### src/rtl/router_fifo.sv
// Per-port 16x9 output buffer for the 1x3 router, with a read-side packet-length counter.
// Define ROUTER_FIFO_TRISTATE_EN to make data_out float (8'bz) while idle.
module router_fifo #(
  parameter int unsigned DEPTH = 16,
  parameter int unsigned WIDTH = 8,
  parameter int unsigned AW    = 4
) (
  input  logic             clock,
  input  logic             resetn,
  input  logic             soft_reset,
  input  logic             write_enb,
  input  logic             read_enb,
  input  logic             lfd_state,
  input  logic [WIDTH-1:0] data_in,
  output logic [WIDTH-1:0] data_out,
  output logic             full,
  output logic             empty
);

  localparam int unsigned CW = WIDTH - 1;
  localparam logic [AW:0] PTR_ONE = (AW+1)'(1);
  localparam logic [CW-1:0] CNT_ONE = CW'(1);
`ifdef ROUTER_FIFO_TRISTATE_EN
  localparam logic [WIDTH-1:0] IDLE = 'z;
`else
  localparam logic [WIDTH-1:0] IDLE = '0;
`endif

  logic [WIDTH:0]  mem [DEPTH];
  logic [AW:0]     wr_ptr;
  logic [AW:0]     rd_ptr;
  logic [CW-1:0]   pkt_cnt;
  logic            wr_acc;
  logic            rd_acc;
  logic [WIDTH:0]  rd_word;

  // Flags come straight from the registered pointers; MSB is the wrap bit.
  assign empty   = (wr_ptr == rd_ptr);
  assign full    = (wr_ptr[AW] != rd_ptr[AW]) && (wr_ptr[AW-1:0] == rd_ptr[AW-1:0]);
  assign wr_acc  = write_enb && !full;
  assign rd_acc  = read_enb && !empty;
  assign rd_word = mem[rd_ptr[AW-1:0]];

  // Storage: cleared by hard reset only, a flush leaves contents in place.
  always_ff @(posedge clock) begin
    if (!resetn) begin
      for (int unsigned i = 0; i < DEPTH; i++) mem[i] <= '0;
    end else if (wr_acc && !soft_reset) begin
      mem[wr_ptr[AW-1:0]] <= {lfd_state, data_in};
    end
  end

  always_ff @(posedge clock) begin
    if (!resetn || soft_reset) begin
      wr_ptr   <= '0;
      rd_ptr   <= '0;
      pkt_cnt  <= '0;
      data_out <= IDLE;
    end else begin
      if (wr_acc) wr_ptr <= wr_ptr + PTR_ONE;
      if (rd_acc) begin
        rd_ptr   <= rd_ptr + PTR_ONE;
        data_out <= rd_word[WIDTH-1:0];
        // Header carries payload length in bits [7:2]; +1 accounts for parity.
        if (rd_word[WIDTH])
          pkt_cnt <= CW'(rd_word[WIDTH-1:2]) + CNT_ONE;
        else if (pkt_cnt != '0)
          pkt_cnt <= pkt_cnt - CNT_ONE;
      end else if (pkt_cnt == '0) begin
        data_out <= IDLE;
      end
    end
  end

endmodule

### config.mk
export PLATFORM = sky130hd
export DESIGN_NAME = router_fifo
export DESIGN_NICKNAME = d
export VERILOG_FILES = /design/src/rtl/router_fifo.sv
export SDC_FILE = /design/constraint.sdc
export NUM_CORES = 1
export LEC_CHECK = 0
export BUFFER_PORTS_ARGS = -buffer_cell sky130_fd_sc_hd__buf_4
export CAP_MARGIN = 25
export CORE_UTILIZATION = 62
export DETAILED_ROUTE_END_ITERATION = 8
export PLACE_DENSITY = 0.81
export SLEW_MARGIN = 10
export SYNTH_ARGS = -nofsm -noshare
export SYNTH_HDL_FRONTEND = slang
export SYNTH_SLANG_ARGS = --single-unit
### constraint.sdc
create_clock -name clock -period 2.85 [get_ports clock]
set_clock_uncertainty 0.1 [all_clocks]
set_input_delay 0.57 -clock clock [delete_from_list [all_inputs] [get_ports clock]]
set_output_delay 0.57 -clock clock [all_outputs]
set_load 0.05 [all_outputs]
# Word-level counts from Yosys, hierarchy flattened
# Memories as Yosys holds them, arrays and structs flattened. A register that Yosys moved wholly into a read port is not among the register bits.
# Cells that the tools add are included.
[word_totals]
reg_bits = 25
mem_bits_rw = 144
inputBits = 14
out_inout_bits = 10
wordCells = 40
memories = 1
[op_classes]
add_sub_neg = 4
eq_ne = 3
n_mux = 13
reduce_logical = 15
[memory_table]
columns = ["memory", "depth", "word_bits", "read_ports", "rd_clocked_by_memory_dff", "wr", "line", "rtl"]
rows = [
  ["mem", 16, 9, 1, 1, 16, "29", "logic [WIDTH:0] mem [DEPTH];"],
]
[op_table]
columns = ["cell", "n"]
rows = [
  ["$mux 8", 2],
  ["$mux 7", 2],
  ["$mux 4", 3],
  ["$add 5x1->5 const B", 2],
  ["$mux 9", 1],
  ["$reduce_or 9->1", 1],
  ["$add 6x1->7 const B", 1],
  ["$logic_not 7->1", 1],
  ["$reduce_bool 7->1", 1],
  ["$sub 7x1->7 const B", 1],
  ["$eq 5x5->1", 1],
  ["$mux 1", 5],
  ["$eq 4x4->1", 1],
  ["$logic_and 1x1->1", 4],
  ["$logic_not 1->1", 4],
  ["$reduce_bool 2->1", 2],
  ["$reduce_and 2->1", 1],
  ["$logic_or 1x1->1", 1],
  ["$ne 1x1->1", 1],
]

# Logic depth before layout (Yosys ltp)
# Gate-level depths: netlist of run 1.
[depth]
word_depth = 10
ltp_mapped = 11
depth_no_buf = 9

# Worst setup path before layout of run 1
# OpenSTA, ideal clock, no wires.
[synth_timing]
kind = "flip-flop to flip-flop"
from = "reg wr_ptr[2]"
to = "mem mem[14][0] (netlist name), enable pin"
setup_ns = 0.387
t_arrival_ns = 2.076
required_ns = 2.363
slack_ns = 0.286
stages_incl_launch_ff = 8
path_buffers = 2
period_less_slack_ns = 2.564
cell_sequence = "dfxtp_1 buf_2 xnor2_1 nand4_1 o21a_1 clkbuf_1 nand3_1 o21ai_0"
[synth_rtl]
columns = ["item", "line", "rtl"]
rows = [
  ["start, declared", "30", "logic [AW:0] wr_ptr;"],
  ["start signal, assigned", "60", "if (wr_acc) wr_ptr <= wr_ptr + PTR_ONE;"],
  ["end, declared", "29", ""],
]

==> impl_metrics.py, run 1 <==
metrics = {
    "synth": {
        "ys_types": 46,
        "synth_nets": 606,
        "synthFlopType": "edfxtp_1",
        "yosysWarningCount": 0,
        "avgSynthCellArea_um2": 13.7,
        "syn_area_um2": 8010,
        "synthCells": 585,
        "synth_top_area_share_pct": 54.0,
        "synth-edff-count": 144,
        "yosysTopAreaCell": "edfxtp_1",
        "synth-seq-area-share_pct": 61.3,
        "synthTopCellsByArea": "edfxtp_1, and2_1, mux4_2, dfxtp_1, nor2_1",
        "synth_commonest_cells": "and2_1, edfxtp_1, mux4_2",
        "ys_async_sr_fraction_pct": 0,
        "synth-seq-cells": 173,
    },
    "timing": {
        "max_freq_ghz": 0.378,
        "post-route-min-period_ns": 2.64,
        "rsz0062_at_grt": "false",
        "post-route-period-util_pct": 92.7,
        "worstMarginPinSlew_ns": 0.571,
        "holdWs_ns": 0.377,
        "setup-tns-final_ns": 0,
        "slew-limit-headroom_pct": 61.9,
        "finalHoldViolations": 0,
        "setup_viol": 0,
        "slew_violations": 0,
    },
    "worst_hold_path": {
        "hold_path_class": "reg2reg",
    },
    "outcome": {
        "status": "finished clean",
    },
    "power_and_ir_drop": {
        "leakage_nw": 3.39,
        "p_total_mw": 5.35,
        "ir_drop_mv": 0.582,
        "cellPowerDensity_nw_per_um2": 578,
    },
    "cells_and_area": {
        "diodes": 0,
        "nets": 674,
        "synthToLayoutAreaGrowth_pct": 15.6,
        "fillers": 814,
        "layout-drive-gt1-share_pct": 22.7,
    },
    "worst_setup_path": {
        "cp_slowest_cell": "mux4_2",
        "cp_max_fo": 18,
        "path_cells": "buf_12, mux4_2, mux4_2, ha_1, mux2_1, o22ai_1, nor2_1",
        "cpMostUsedCell": "mux4_2",
        "end_kind": "flip-flop",
        "path_class": "reg2reg",
        "start_kind": "flip-flop",
        "cp.required_ns": 3.07,
        "max_stage_delay_ns": 0.54,
        "crit_arrival_ns": 2.86,
    },
    "routing": {
        "initialDrtViolationCount": 572,
        "finalWirelength_mm": 18.0,
        "vias": 5125,
        "routedWlPerCell_um": 21.5,
        "drc": 0,
        "firstDrtPassIters": 6,
        "avgViaCountPerCell": 6.12,
        "ant_nets": 0,
    },
    "floorplan": {
        "die_h_um": 116,
        "initial_utilization_pct": 63.4,
        "die_area_um2": 13400,
        "io_pins": 24,
        "core_area_um2": 12600,
        "rows": 41,
        "die_x_um": 116,
    },
    "grt": {
        "antenna_found_initial": 0,
        "grt_max_degree": 37,
        "grt-ovfl-total": 0,
        "track_usage_pct": 29.9,
        "grt_pass1_wl_mm": 28.1,
        "grt_pass1_vias": 5207,
    },
    "clock_tree": {
        "cts_max_path_buffers": 2,
        "cts_hold_buf": 0,
        "insertion_delay_ns": 0.43,
        "cts_root_buffer": "clkbuf_16",
        "h-tree-depth": 4,
        "post_cts.repair.setup_buffers": 0,
        "cts.sinks": 173,
        "cts_tree": "yes",
        "clk_pin_slew_ns": 0.07,
        "cts_resized": 0,
        "numCtsBuffers": 17,
    },
    "placement": {
        "io_buffers": 23,
        "dp_hpwl_mm": 12.6,
        "gp_congestion": 0.859,
    },
    "run": {
        "max-cap-violations": 0,
    },
}
-- state kept, by name, indices dropped and copies added, names as in the netlist, named ones only --
name      cells
mem         144
data_out      8
pkt_cnt       7
rd_ptr        5
wr_ptr        5
-- worst max-delay path: cells and delay by family (launching register included) --
| family | cells | cell delay (ns) |
|---|---|---|
| simple gates | 1 | 0.05 |
| flops | 1 | 0.37 |
| compound gates | 1 | 0.14 |
| fa+ha+maj | 1 | 0.31 |
| buf+inv | 1 | 0.20 |
| mux | 3 | 1.36 |
-- routing by layer --
metal	wire length, um	part of all wire, %	global-route usage (%)	vias up
met4	625	3.5	13.6	0
li1	-	-	-	2280
met2	8920	50	49.6	277
met1	7060	39	37.9	2523
met5	0	0	0	-
met3	1400	7.8	6.80	45
-- power by group --
group / leakage, nW / internal (mW) / total [mW] / switching, mW
logic: 1.40 / 0.119 / 0.305 / 0.186
registers: 1.72 / 2.81 / 2.84 / 0.0290
clock network: 0.268 / 1.22 / 2.21 / 0.985
-- kinds of logic after synthesis --
logic type	count (synthesis)	share of synthesized area, %
simple gates	254	17.8
fa+ha+maj	7	1.09
mux	46	12.0
compound gates	53	4.05
flops	173	61.3
xor+xnor	15	1.64
buf+inv	37	2.16
-- worst paths after layout --
path,cells past startpoint,to,slack (ns),from
setup reg to reg,7,pkt_cnt[1]$_SDFFE_PP0P_,0.21,flip-flop
hold reg to reg,2,data_out[7]$_SDFFE_PP0P_,0.38,data_out[7]$_SDFFE_PP0P_
setup / recovery,7,pkt_cnt[1]$_SDFFE_PP0P_,0.21,flip-flop
hold / removal,2,data_out[7]$_SDFFE_PP0P_,0.38,data_out[7]$_SDFFE_PP0P_
-- placed cells by master (no fill, tap or decap), types with 5 or more instances in the layout --
| cell type | count |
|---|---|
| nand2_1 | 22 |
| a21oi_1 | 14 |
| nor2_1 | 36 |
| o21ai_0 | 17 |
| nor3_1 | 10 |
| clkbuf_16 | 17 |
| and2_1 | 144 |
| nand3_1 | 18 |
| dfxtp_1 | 28 |
| buf_4 | 78 |
| ha_1 | 7 |
| inv_1 | 6 |
| inv_6 | 6 |
| edfxtp_1 | 144 |
| mux4_2 | 40 |
| nand2b_1 | 7 |
| xor2_1 | 7 |
| mux2i_1 | 5 |
| xnor2_1 | 8 |
-- through the flow --
stage / utilization (%) / worst slack [ns] / instances / cell area [um^2]
2_1_floorplan: - / 0.286 / 585 / 8010
3_3_place_gp: 68.9 / 0.269 / 806 / 8700
3_5_place_dp: 68.9 / 0.225 / 806 / 8700
4_1_cts: 73.3 / 0.205 / 837 / 9260
5_1_grt: 73.3 / 0.0694 / 837 / 9260
6_report: 73.3 / 0.208 / 837 / 9260
-- layout make-up --
class / count / area, um^2 / area share, %
multi-input cells: 375 / 2930 / 31.6
clock inverters: 12 / 126 / 1.37
clock buffers: 19 / 433 / 4.68
flip-flops and latches: 173 / 4910 / 53.0
well taps: 172 / 215 / 2.32
inverters: 6 / 22.5 / 0.243
repair buffers: 80 / 626 / 6.76
No activity file was read; power rests on OpenSTA's default activity.
==> run 2, diff against run 1 <==
--- a/config.mk
+++ b/config.mk
@@ -7,7 +7,8 @@
 export LEC_CHECK = 0
+export ABC_AREA = 1
 export BUFFER_PORTS_ARGS = -buffer_cell sky130_fd_sc_hd__buf_4
 export CAP_MARGIN = 25
-export CORE_UTILIZATION = 62
+export CORE_UTILIZATION = 56
 export DETAILED_ROUTE_END_ITERATION = 8
-export PLACE_DENSITY = 0.81
+export PLACE_DENSITY = 0.78
 export SLEW_MARGIN = 10
==> constraint.sdc (replaced) <==
create_clock -name clock -period 2.3 [get_ports clock]
set_clock_uncertainty 0.1 [all_clocks]
set_input_delay 0.46 -clock clock [delete_from_list [all_inputs] [get_ports clock]]
set_output_delay 0.46 -clock clock [all_outputs]
set_load 0.005 [all_outputs]
==> run 2 against run 1 <==
Critical path depth grew 4. Routed wire length up 14%. Register-to-register slack got worse by 0.14 ns. Global-route usage shrank 2.0 points. Via count up 26%. Core utilization decreased by 8.0 points. Sequential cell count stayed put. Clock power increased by 43%. Fmax up 19%. Synthesized cell count is 52% higher. Non-clock buffer count fell by 21. Cell count rose by 34%. Critical endpoint is now pkt_cnt[2]$_SDFFE_PP0P_. Largest cell class unchanged. Largest power group unchanged.
==> impl_metrics.py, run 2 <==
metrics = {
    "outcome": {
        "status": "finished clean",
    },
    "floorplan": {
        "io_pins": 24,
        "initial_utilization_pct": 57.3,
        "die_area_um2": 15300,
        "die_h_um": 124,
        "core_area_um2": 14500,
        "rows": 44,
        "die_x_um": 124,
    },
    "run": {
        "max-cap-violations": 0,
    },
    "clock_tree": {
        "numCtsBuffers": 17,
        "insertion_delay_ns": 0.43,
        "post_cts.repair.setup_buffers": 0,
        "cts_tree": "yes",
        "clk_pin_slew_ns": 0.06,
        "cts_max_path_buffers": 2,
        "cts_resized": 0,
        "cts_root_buffer": "clkbuf_16",
        "cts.sinks": 173,
        "cts_hold_buf": 0,
        "h-tree-depth": 4,
    },
    "grt": {
        "grt_pass1_wl_mm": 30.8,
        "grt_max_degree": 50,
        "track_usage_pct": 27.9,
        "grt-ovfl-total": 0,
        "grt_pass1_vias": 5836,
        "antenna_found_initial": 0,
    },
    "cells_and_area": {
        "regMostFlops": "mem",
        "multiInputGateArea_um2": 2850,
        "final_cells": 1124,
        "nets": 948,
        "fin_area_um2": 9460,
        "fillers": 1113,
        "diodes": 0,
        "largest_reg_flops": 144,
        "synthToLayoutAreaGrowth_pct": 14.1,
        "final_cell_mix": "nand2_1, nor2_1, edfxtp_1",
        "regArea_um2": 4910,
        "fin_util_pct": 65.4,
        "top_regs": "mem x144, data_out x8, pkt_cnt x7",
        "layout-drive-gt1-share_pct": 14.6,
    },
    "synth": {
        "synth-edff-count": 144,
        "yosysMostFrequentCell": "nand2_1",
        "synth_compound_area_share_pct": 6.84,
        "synthCells": 890,
        "synthTopCellsByArea": "edfxtp_1, nand2_1, nor2_1, dfxtp_1, nand3_1",
        "avgSynthCellArea_um2": 9.32,
        "synthAdderAreaFrac_pct": 1.06,
        "ys_async_sr_fraction_pct": 0,
        "ys_types": 34,
        "synth_nets": 911,
        "yosysWarningCount": 0,
        "synth-seq-cells": 173,
        "synth-seq-area-share_pct": 59.2,
        "syn_area_um2": 8290,
        "synthFlopType": "edfxtp_1",
        "synth_xor_area_share_pct": 0.951,
        "yosysTopAreaCell": "edfxtp_1",
        "synth_top_area_share_pct": 52.2,
        "yosys-mux-area-fraction_pct": 0,
        "synth_top_family_by_area": "simple AND/OR/NAND/NOR gates",
        "synth_commonest_cells": "nand2_1, nor2_1, edfxtp_1",
        "synth-simple-area-share_pct": 25.1,
    },
    "timing": {
        "finalHoldViolations": 0,
        "worstMarginPinSlew_ns": 0.737,
        "max_freq_ghz": 0.449,
        "rsz0062_at_grt": "false",
        "slew_violations": 0,
        "slew-limit-headroom_pct": 50.8,
        "setup_viol": 0,
        "post-route-period-util_pct": 96.9,
        "worst_slack_ns": 0.0724,
        "setup-tns-final_ns": 0,
        "post-route-min-period_ns": 2.23,
        "holdWs_ns": 0.257,
    },
    "placement": {
        "io_buffers": 23,
        "place_ws_ns": 0.125,
        "gp_congestion": 0.911,
        "dp_hpwl_mm": 13.3,
        "place_area_um2": 8750,
        "dpl.cell_count": 1091,
    },
    "worst_hold_path": {
        "hold_depth": 3,
        "min_from": "write_enb",
        "hold_path_class": "in2reg",
    },
    "worst_setup_path": {
        "r2r_slack_ns": 0.07,
        "path_class": "reg2reg",
        "cp.required_ns": 2.52,
        "r2r_cells": 11,
        "end_kind": "flip-flop",
        "cp_max_fo": 14,
        "worstSetupEndpoint": "pkt_cnt[2]$_SDFFE_PP0P_",
        "crit_arrival_ns": 2.45,
        "r2r_end": "pkt_cnt[2]$_SDFFE_PP0P_",
        "start_kind": "flip-flop",
    },
    "power_and_ir_drop": {
        "cellPowerDensity_nw_per_um2": 761,
        "leakage_nw": 4.13,
        "p_total_mw": 7.20,
        "ir_drop_mv": 0.589,
    },
    "routing": {
        "initialDrtViolationCount": 872,
        "firstDrtPassIters": 6,
        "finalWirelength_mm": 20.6,
        "avgViaCountPerCell": 5.76,
        "drc": 0,
        "routedWlPerCell_um": 18.3,
        "ant_nets": 0,
        "vias": 6469,
    },
}
## run 2: worst max-delay path: stages, from the launching register on
cell	delay (ns)
dfxtp_4	0.40
inv_6	0.13
buf_4	0.22
nor2_1	0.06
o211ai_1	0.24
nand3_1	0.25
nand3_1	0.15
nand2_1	0.15
inv_2	0.16
o21ai_0	0.10
nor2_1	0.10
nor2_1	0.04
## run 2: cells by family (layout without fill, tap and decap cells)
logic type / count (synthesis) / after routing
and+or+nand+nor: 477 / 477
DFF: 173 / 173
buffers and inverters: 123 / 173
AOI/OAI and AO/OA: 101 / 101
xor gates and xnor gates: 9 / 9
adders and majority gates: 7 / 7
## run 2: layer usage
layer | routed length, um | global-route usage, % | vias to the layer above
met2 | 9970 | 45.3 | 356
met1 | 8100 | 36.3 | 3063
met5 | 0 | 0 | -
met3 | 1870 | 4.99 | 53
li1 | - | - | 2997
met4 | 640 | 13.0 | 0
## run 2: cell type report
type,count,area share [%]
clock inverters,14,2.27
repair buffers,59,5.47
inverters,82,3.33
flip-flops and latches,173,51.9
multi-input cells,594,30.1
well taps,184,2.43
clock buffers,18,4.54
## run 2: worst min-delay path by stage
stage	end	slack [ns]
2_1_floorplan	rd_ptr[4]$_SDFFE_PP0P_	0.34
6_report	wr_ptr[0]$_SDFFE_PP0P_	0.26
4_1_cts	wr_ptr[0]$_SDFFE_PP0P_	0.25
3_5_place_dp	data_out[4]$_SDFFE_PP0P_	0.35
5_1_grt	wr_ptr[0]$_SDFFE_PP0P_	0.28
3_3_place_gp	data_out[4]$_SDFFE_PP0P_	0.35
## run 2: where the power goes
group | switching [mW] | internal [mW] | leakage [nW]
Clock | 1.22 | 1.93 | 0.301
Combinational | 0.375 | 0.155 | 2.11
Sequential | 0.0395 | 3.48 | 1.72
Total | 1.63 | 5.57 | 4.13
